[src/rtl/sorted_pair_serializer.sv]
// Buffers sorted (lo,hi) pairs from the two-sorter in a small FIFO and emits them
// as a lo-then-hi word stream with valid/ready and a per-pair last flag.
module sorted_pair_serializer #(
  parameter int WIDTH = 4,
  parameter int DEPTH = 4
) (
  input  logic             clk,
  input  logic             rstN,
  input  logic             in_valid,
  input  logic [WIDTH-1:0] pair_lo,
  input  logic [WIDTH-1:0] pair_hi,
  output logic             in_ready,
  output logic             out_valid,
  input  logic             out_ready,
  output logic [WIDTH-1:0] out_data,
  output logic             out_last,
  input  logic             clear_ovf,
  output logic             overflow
);

  localparam int PW = $clog2(DEPTH);
  localparam int CW = $clog2(DEPTH + 1);

  typedef enum logic [1:0] {IDLE, EMIT_LO, EMIT_HI} state_t;

  state_t                 state_q, state_d;
  logic [PW-1:0]          wr_ptr_q, wr_ptr_d;
  logic [PW-1:0]          rd_ptr_q, rd_ptr_d;
  logic [CW-1:0]          count_q, count_d;
  logic                   out_valid_q, out_valid_d;
  logic [WIDTH-1:0]       out_data_q, out_data_d;
  logic                   out_last_q, out_last_d;
  logic                   overflow_q, overflow_d;
  logic [WIDTH-1:0]       hi_q, hi_d;
  logic [2*WIDTH-1:0]     mem_q [DEPTH];

  logic                   push, pop, drop;
  logic [2*WIDTH-1:0]     head;

  // Ready comes only from the registered count; a same-cycle pop does not free a slot.
  assign in_ready = (count_q < CW'(DEPTH));
  assign push     = in_valid && in_ready;
  assign drop     = in_valid && !in_ready;
  assign head     = mem_q[rd_ptr_q];

  always_comb begin
    state_d     = state_q;
    out_valid_d = out_valid_q;
    out_data_d  = out_data_q;
    out_last_d  = out_last_q;
    hi_d        = hi_q;
    pop         = 1'b0;
    unique case (state_q)
      IDLE: begin
        if (count_q != '0) begin
          pop         = 1'b1;
          out_data_d  = head[WIDTH-1:0];
          hi_d        = head[2*WIDTH-1:WIDTH];
          out_last_d  = 1'b0;
          out_valid_d = 1'b1;
          state_d     = EMIT_LO;
        end
      end
      EMIT_LO: begin
        if (out_ready) begin
          out_data_d = hi_q;
          out_last_d = 1'b1;
          state_d    = EMIT_HI;
        end
      end
      EMIT_HI: begin
        if (out_ready) begin
          if (count_q != '0) begin
            pop        = 1'b1;
            out_data_d = head[WIDTH-1:0];
            hi_d       = head[2*WIDTH-1:WIDTH];
            out_last_d = 1'b0;
            state_d    = EMIT_LO;
          end else begin
            out_valid_d = 1'b0;
            out_data_d  = '0;
            out_last_d  = 1'b0;
            state_d     = IDLE;
          end
        end
      end
      default: begin
        out_valid_d = 1'b0;
        out_data_d  = '0;
        out_last_d  = 1'b0;
        state_d     = IDLE;
      end
    endcase
  end

  always_comb begin
    wr_ptr_d   = push ? wr_ptr_q + PW'(1) : wr_ptr_q;
    rd_ptr_d   = pop  ? rd_ptr_q + PW'(1) : rd_ptr_q;
    count_d    = count_q + CW'(push) - CW'(pop);
    // A drop in the same cycle as a clear keeps the flag set.
    overflow_d = drop ? 1'b1 : (clear_ovf ? 1'b0 : overflow_q);
  end

  always_ff @(posedge clk or negedge rstN) begin
    if (!rstN) begin
      state_q     <= IDLE;
      wr_ptr_q    <= '0;
      rd_ptr_q    <= '0;
      count_q     <= '0;
      out_valid_q <= 1'b0;
      out_data_q  <= '0;
      out_last_q  <= 1'b0;
      overflow_q  <= 1'b0;
    end else begin
      state_q     <= state_d;
      wr_ptr_q    <= wr_ptr_d;
      rd_ptr_q    <= rd_ptr_d;
      count_q     <= count_d;
      out_valid_q <= out_valid_d;
      out_data_q  <= out_data_d;
      out_last_q  <= out_last_d;
      overflow_q  <= overflow_d;
    end
  end

  // Storage only; its contents are meaningless until the pointers say otherwise.
  always_ff @(posedge clk) begin
    hi_q <= hi_d;
    if (push) mem_q[wr_ptr_q] <= {pair_hi, pair_lo};
  end

  assign out_valid = out_valid_q;
  assign out_data  = out_data_q;
  assign out_last  = out_last_q;
  assign overflow  = overflow_q;

endmodule
[config.mk]
export PLATFORM = sky130hd
export DESIGN_NAME = sorted_pair_serializer
export DESIGN_NICKNAME = d
export VERILOG_FILES = /design/src/rtl/sorted_pair_serializer.sv
export SDC_FILE = /design/constraint.sdc
export NUM_CORES = 1
export LEC_CHECK = 0
export CORE_MARGIN = 2
export CORE_UTILIZATION = 35
export DETAILED_ROUTE_END_ITERATION = 10
export PLACE_DENSITY_LB_ADDON = 0.15
export SLEW_MARGIN = 20
export SYNTH_ARGS = -nofsm -noshare
export SYNTH_HDL_FRONTEND = slang
export SYNTH_SLANG_ARGS = --single-unit
[constraint.sdc]
create_clock -name clk -period 3.1 [get_ports clk]
set_clock_uncertainty 0.1 [all_clocks]
set_input_delay 0.465 -clock clk [delete_from_list [all_inputs] [get_ports clk]]
set_output_delay 0.465 -clock clk [all_outputs]
set_load 0.02 [all_outputs]
# Word level (Yosys, flattened, before mapping)
# Memories as Yosys holds them, arrays and structs flattened.
# Cells that the tools add are included.
dict set report totals {
  ff_bits 20
  mem_bits_rw 32
  input_bits 13
  output_inout_bits 8
  elab_cells 60
  memories 1
}
dict set report op_classes {
  add_sub_neg 4
  magnitude_cmp 1
  n_eq_ne 6
  n_mux 28
  bitwise 1
  n_reduce_logical 10
}
# name words word_bits rd rd_ports_with_merged_regs wr line_no
set memory_table {}
lappend memory_table {mem_q 4 8 1 0 1 35} ;# logic [2*WIDTH-1:0] mem_q [DEPTH];
# operator n
set op_table {}
lappend op_table {{$mux 4} 6}
lappend op_table {{$mux 1} 13}
lappend op_table {{$pmux 4 s3} 1}
lappend op_table {{$ne 2x2->1 const B} 4}
lappend op_table {{$pmux 4 s2} 1}
lappend op_table {{$mux 2} 3}
lappend op_table {{$pmux 1 s3} 2}
lappend op_table {{$pmux 2 s3} 1}
lappend op_table {{$add 2x1->2 const B} 2}
lappend op_table {{$reduce_and 4->1} 1}
lappend op_table {{$reduce_bool 2->1} 2}
lappend op_table {{$add 3x1->3} 1}
lappend op_table {{$lt 3x3->1 const B} 1}
lappend op_table {{$reduce_and 3->1} 1}
lappend op_table {{$reduce_bool 3->1} 1}
lappend op_table {{$sub 3x1->3} 1}
lappend op_table {{$eq 2x1->1 const B} 1}
lappend op_table {{$eq 2x2->1 const B} 1}
lappend op_table {{$logic_and 1x1->1} 2}
lappend op_table {{$logic_not 2->1} 1}
lappend op_table {{$pmux 1 s2} 1}
lappend op_table {{$reduce_and 2->1} 1}
lappend op_table {{$logic_not 1->1} 1}
lappend op_table {{$not 1->1} 1}

# Logic depth before layout (Yosys ltp)
# Gate-level depths: netlist of the first run.
dict set report depth {
  word_depth 5
  ltp_mapped 9
  depth_no_buf 8
}

# Least setup slack after synthesis of the first run
# Ideal clock, no wire load.
dict set report synth_timing {
  path_type {register to register}
  start {reg count_q[1]}
  end {reg count_q[2]}
  setup_ns 0.123
  arrival_time_ns 2.144
  t_required_ns 2.877
  slack_ns 0.733
  stages_incl_launch_ff 10
  n_path_buf 1
  synth_period_minus_slack_ns 2.367
  path_cell_list {dfrtp_1 -> or3_1 -> buf_6 -> and3_4 -> ha_1 -> inv_1 -> ha_1 -> fa_1 -> xnor2_1 -> xnor2_1}
}
dict set report synth_between {
  elab_chain_cells 5
  elab_cells_between_ends 8
  cone_classes {2 x add/sub; 1 x order compare; 3 x mux; 2 x reduce/logical}
}
# item line_no
set synth_lines {}
lappend synth_lines {{from (decl)} 29} ;# logic [CW-1:0] count_q, count_d;
lappend synth_lines {{from (signal assigned)} 118} ;# count_q <= count_d;
lappend synth_lines {{$reduce_bool 3->1 (*)} {55, 73}}
lappend synth_lines {{$mux 1 (*)} {55, 73}}
lappend synth_lines {{$mux 1} 72} ;# if (out_ready) begin
lappend synth_lines {{$pmux 1 s2 (*)} 53} ;# unique case (state_q)
lappend synth_lines {{net pop} 37} ;# logic push, pop, drop;
lappend synth_lines {{$sub 3x1->3 (*)} 99} ;# count_d = count_q + CW'(push) - CW'(pop);
lappend synth_lines {{net count_d[2]} 29}
# Mark *: on every way through the listed nets, which the timed path passes. The rest lies on a longest branch.
# A chain may end at the register's enable or synchronous reset.

# Worst setup path in the final report of the first run
dict set report layout_timing {
  start {reg count_q[2]}
  end {reg count_q[2]}
}
# Same word-level chain as after synthesis.

==> impl_results.md, run 1 <==
- Routability-driven placement congestion ratio: 0.7446
- Final wirelength: 3.396 mm
- Final Util: 41.83%
- Total Nets Final: 169
- Diodes inserted: 0
- GR Util All Layers: 11.96%
- Critical path class: flop to flop
- EDFF count, synth: 36
- Core Rows: 28
- DR iter-0 viols: 54
- Largest net degree at the start of global routing: 17
- RSZ-0062 raised after global routing: false
- Data required time of the critical path: 3.23 ns
- Post-Syn Area: 2096 µm²
- Max Clock Freq: 0.3959 GHz
- Inst Count DP: 217
- Gates resized, CTS repair: 0
- Most common cell after layout, fill and taps aside: edfxtp_1
- Antenna-violating nets left: 0
- Most frequent cells in the layout: 36 x edfxtp_1, 20 x clkdlybuf4s50_1, 15 x dfrtp_1
- Synth area leaders: edfxtp_1 52%, dfrtp_1 18%, mux4_2 8.6%
- Grt total ovfl: 0
- Slew headroom: 51.72%
- Yosys top cell area share: 51.58%
- Register area share after synthesis: 69.49%
- Fin crit share: 81.47%
- Distinct cells, synth: 31
- Boundary pin count: 21
- Hpwl dp: 2.420 mm
- H-tree Lvls: 2
- Area growth syn-to-layout: 16.78%
- Avg WL per Cell: 15.09 µm
- Outcome: complete, no violations
- Buffer depth of the longest clock path: 2
- Crit path arrival time: 2.66 ns
- Power Total: 2.200 mW
- Tightest Pin Transition: 0.7219 ns
- Synth Net Count: 146
- CP max stage cell: or3_1
- Critical Path Start Type: flop
- CTS root buf: clkbuf_8
- Synthesized flop and latch total: 51
- Starting Density: 35.82%
- Slew Limit Fails: 0
- Clock-pin slew on the worst setup and hold paths: 0.09 ns
- Most common flop cell mapped by yosys: edfxtp_1
- Proportion of layout cells with a drive suffix above 1: 12.00%
- Period minus WS final: 2.526 ns
- DR pass1 iterations: 4
- Peak supply drop: 0.0003719 V
- Syn Area/Cell: 16.63 µm²
- Core Region: 5851 µm²
- Number of fill cells in the layout: 539
- Largest area contributor in the netlist: edfxtp_1
- Fin Hold WS: 0.3550 ns
- Vias: 1087
- Die Span Y: 81.38 µm
- Max-cap violations: 0
- CP Capture Type: flop
- Number of port buffers: 20
- Crit-path max cell delay: 0.48 ns
- Clock Latency Late Sink: 0.30 ns
- Power Density: 898.9 nW/µm²
- Vias in the first global route: 1105
- Reg-to-reg setup timing slack: 0.57 ns
- Static leakage: 0.8817 nW
- Setup bufs post-CTS: 0
- CTS Sinks: 51
- Total negative setup slack: 0 ns
- WP buf/inv: 1
- Final Hold Vio Count: 0
- Max FO, Critical Path: 10
- Non-Filler Instances: 225
- Drt drc: 0
- Ys Warns: 0
- Die footprint: 6623 µm²
- TritonCTS clock tree: done
- Final Setup Violations: 0
- Die Wd: 81.38 µm
- Hold Buf Count CTS: 0
- Hold Crit Class: flop to flop
- Crit path cell chain: or3_1, and3_4, ha_1, inv_1, ha_1, fa_1, xnor2_1, xnor2_1
- Crit path max-delay family: adder cells
- Num CTS Buffers: 5
- Initial antenna violation count: 0
- Post-synth ARST share: 29.41%
- First-pass GRT wire length: 5.727 mm
- Vias/cell: 4.831
- Mapped Cells: 126
## metrics by stage
step / cell area [µm²] / setup slack, ns
after floorplan: 2096 / 0.7332
after global placement: 2359 / 0.3458
after detailed placement: 2359 / 0.2874
after CTS: 2447 / 0.5549
after global routing: 2447 / 0.4428
final: 2447 / 0.5744
## flip-flops by register name (all words and copies together), names as in the netlist
name	count
hi_q	4
state_q	1
out_data	4
mem_q	32
out_valid	1
count_q	3
wr_ptr_q	2
rd_ptr_q	2
overflow	1
out_last	1
## routing by layer
layer  GRT usage, %  vias up  routed length (µm)
met4          3.051        0                  26
met2          19.92       23                1685
li1               -      519                   -
met5              0        -                   0
met1          15.20      541                1504
met3          3.667        4                 181
## cell type report
cell class,count,area [µm²],share of cell area (%)
Sequential cell,51,1456,59.51
Multi-Input combinational cell,60,563.0,23.01
Timing Repair Buffer,21,207.7,8.487
Tap cell,75,93.84,3.834
Clock buffer,5,68.82,2.812
Inverter,10,37.54,1.534
Clock inverter,3,20.02,0.8180
## worst paths after layout
kind / start / to / cells past startpoint
max in group asynchronous: rstN / rd_ptr_q[0] / 1
min in group asynchronous: rstN / count_q[2] / 1
worst max register to register: count_q[2] / count_q[2] / 8
worst max-delay path: count_q[2] / count_q[2] / 8
worst min register to register: hi_q[2] / out_data[2] / 2
worst min-delay path: hi_q[2] / out_data[2] / 2
## synth_stat cells, types with 2 or more instances
| master | n |
|---|---|
| nor2b_1 | 2 |
| o21ai_0 | 4 |
| buf_6 | 2 |
| o311ai_0 | 4 |
| nand4_1 | 5 |
| and2_1 | 4 |
| ha_1 | 6 |
| nand2_1 | 6 |
| edfxtp_1 | 36 |
| mux4_2 | 8 |
| nand3_1 | 4 |
| inv_1 | 9 |
| dfrtp_1 | 15 |
| xnor2_1 | 4 |
## logic make-up after synthesis
kind of cell	after synthesis	share of synthesized area, %
flops	51	69.49
simple gates	28	7.702
fa+ha+maj	7	4.537
compound gates	12	3.940
mux	8	8.597
buf+inv	15	3.641
xor+xnor	5	2.089
## worst register-to-register path: stages (launching register included)
cell and delay (ns):
dfrtp_1 0.45, or3_1 0.48, and3_4 0.26, ha_1 0.26
inv_1 0.04, ha_1 0.18, fa_1 0.38, xnor2_1 0.18
xnor2_1 0.13
## report_power, final
| group | switching (mW) | total, mW | leakage, nW | internal, mW |
|---|---|---|---|---|
| clock | 0.214 | 0.372 | 0.0418 | 0.158 |
| combinational | 0.365 | 0.739 | 0.333 | 0.374 |
| sequential | 0.148 | 1.09 | 0.507 | 0.941 |
Power figures use the tool's default switching activity.
==> inputs of run 2 (changes only) <==
Clock period 3.1 ns to 2.25 ns, I/O delays scaled along.
==> impl_results.md, run 2 (synthesis results as in run 1) <==
- Crit path cell chain: or3_4, and3_4, ha_4, inv_2, ha_4, fa_2, xnor2_2, xnor2_1
- Boundary pin count: 21
- Final wirelength: 3.630 mm
- Initial antenna violation count: 0
- Vias: 1176
- Slew Limit Fails: 0
- Clock-pin slew on the worst setup and hold paths: 0.09 ns
- Die Wd: 81.38 µm
- Non-Filler Instances: 240
- Num CTS Buffers: 5
- Die footprint: 6623 µm²
- Critical Path Start Type: flop
- CTS root buf: clkbuf_8
- Starting Density: 35.82%
- Hpwl dp: 2.521 mm
- Most frequent cells in the layout: 36 x edfxtp_1, 20 x clkdlybuf4s50_1, 16 x buf_4
- Largest register FFs: 32
- RR Endpoint: count_q[2]
- Clock Latency Late Sink: 0.30 ns
- Core Rows: 28
- Outcome: complete, no violations
- Number of port buffers: 20
- WP buf/inv: 1
- DR pass1 iterations: 2
- GR Util All Layers: 12.65%
- Worst r2r src: count_q[0]
- Tightest Pin Transition: 0.7186 ns
- Fin crit share: 98.50%
- Most common cell after layout, fill and taps aside: edfxtp_1
- H-tree Lvls: 2
- Crit path arrival time: 2.31 ns
- Design area: 2644 µm²
- Slew headroom: 51.94%
- Routability-driven placement congestion ratio: 0.7639
- Final Hold Vio Count: 0
- Vias/cell: 4.900
- Drt drc: 0
- Biggest register: mem_q
- Diodes inserted: 0
- Core Region: 5851 µm²
- Reg-to-reg setup timing slack: 0.03 ns
- TritonCTS clock tree: done
- Avg WL per Cell: 15.13 µm
- Critical path class: flop to flop
- Hold Crit Class: flop to flop
- Hold Buf Count CTS: 0
- Data required time of the critical path: 2.34 ns
- Inst Count DP: 230
- Crit path max-delay family: adder cells
- Max-cap violations: 0
- DR iter-0 viols: 22
- First-pass GRT wire length: 6.023 mm
- Max FO, Critical Path: 2
- Fin Hold WS: 0.3489 ns
- Largest net degree at the start of global routing: 16
- Critical Path Start: count_q[0]
- Antenna-violating nets left: 0
- Most frequent cell on the critical path: ha_4
- Area growth syn-to-layout: 26.15%
- RSZ-0062 raised after global routing: true
- CP endpoint: count_q[2]
- CTS Sinks: 51
- Period minus WS final: 2.216 ns
- Proportion of layout cells with a drive suffix above 1: 23.64%
- Reg2Reg Depth: 8
- Max Clock Freq: 0.4512 GHz
- Peak supply drop: 0.0005097 V
- CP Capture Type: flop
- Vias in the first global route: 1221
- Die Span Y: 81.38 µm
- Crit-path max cell delay: 0.39 ns
- Buffer depth of the longest clock path: 2
- CP max stage cell: dfrtp_1
- Post-DP Area: 2459 µm²
- Total Nets Final: 184
- Final Setup Violations: 0
- Grt total ovfl: 0
- Static leakage: 0.9845 nW
- Power Density: 1327 nW/µm²
- Crit path depth: 8
## run 2: changes by cell type in the layout (fill, tap and decap cells not counted), moves of 2 or more
cell       previous run  this run
buf_4                 1        16
bufinv_16             0         2
ha_4                  0         2
ha_1                  6         4
## run 2: cell type report
type                    instances  area, µm²
clock buffers                   6      72.57
clock inverters                 2      60.06
fillers                       517       3207
inverters                      10      37.54
multi-input cells              60      603.1
flip-flops and latches         51       1456
well taps                      75      93.84
repair buffers                 36      320.3
## run 2: through the flow
step	setup slack [ns]	utilization [%]	setup TNS [ns]	total power, mW
after floorplan	-0.07581	-	-0.07581	2.246
after global placement	-0.1345	42.02	-0.1345	2.648
after detailed placement	-0.1646	42.02	-0.1814	2.699
after CTS	0.002009	44.67	0	3.492
after global routing	-0.08034	45.19	-0.08034	3.778
final	0.03364	45.19	0	3.507
## run 2: repair_timing
item                       4_1_cts  5_1_grt
gates resized for setup          3        3
cloned                           0        0
pin swaps                        2        6
setup buffers                    1        1
hold endpoints to repair         0        0
setup endpoints to repair        1        1
## run 2: layer usage
metal	part of all wire [%]	track usage, %	routed length (µm)
met1	46	16.44	1664
met2	49	20.16	1784
met3	3.7	3.667	135
met4	1.3	4.576	46
met5	0	0	0
## run 2: worst min path at each step
stage	startpoint	endpoint	depth (start not counted)
finish	hi_q[3]	out_data[3]	2
global route	hi_q[3]	out_data[3]	2
CTS	hi_q[3]	out_data[3]	2
detailed placement	hi_q[3]	out_data[3]	2
global placement	hi_q[3]	out_data[3]	2
floorplan	rstN	count_q[0]	0
## run 2: power by group
| part | switching, mW | internal [mW] | total, mW |
|---|---|---|---|
| sequential | 0.146 | 1.30 | 1.44 |
| combinational | 0.631 | 0.702 | 1.33 |
| clock | 0.287 | 0.444 | 0.731 |
## run 2: worst reg2reg max path: cells and delay by family, from the launching register on
family	cells	cell delay [ns]
adders and majority gates	3	0.75
and+or+nand+nor	2	0.56
xor gates and xnor gates	2	0.27
DFF	1	0.39
buffers and inverters	1	0.04
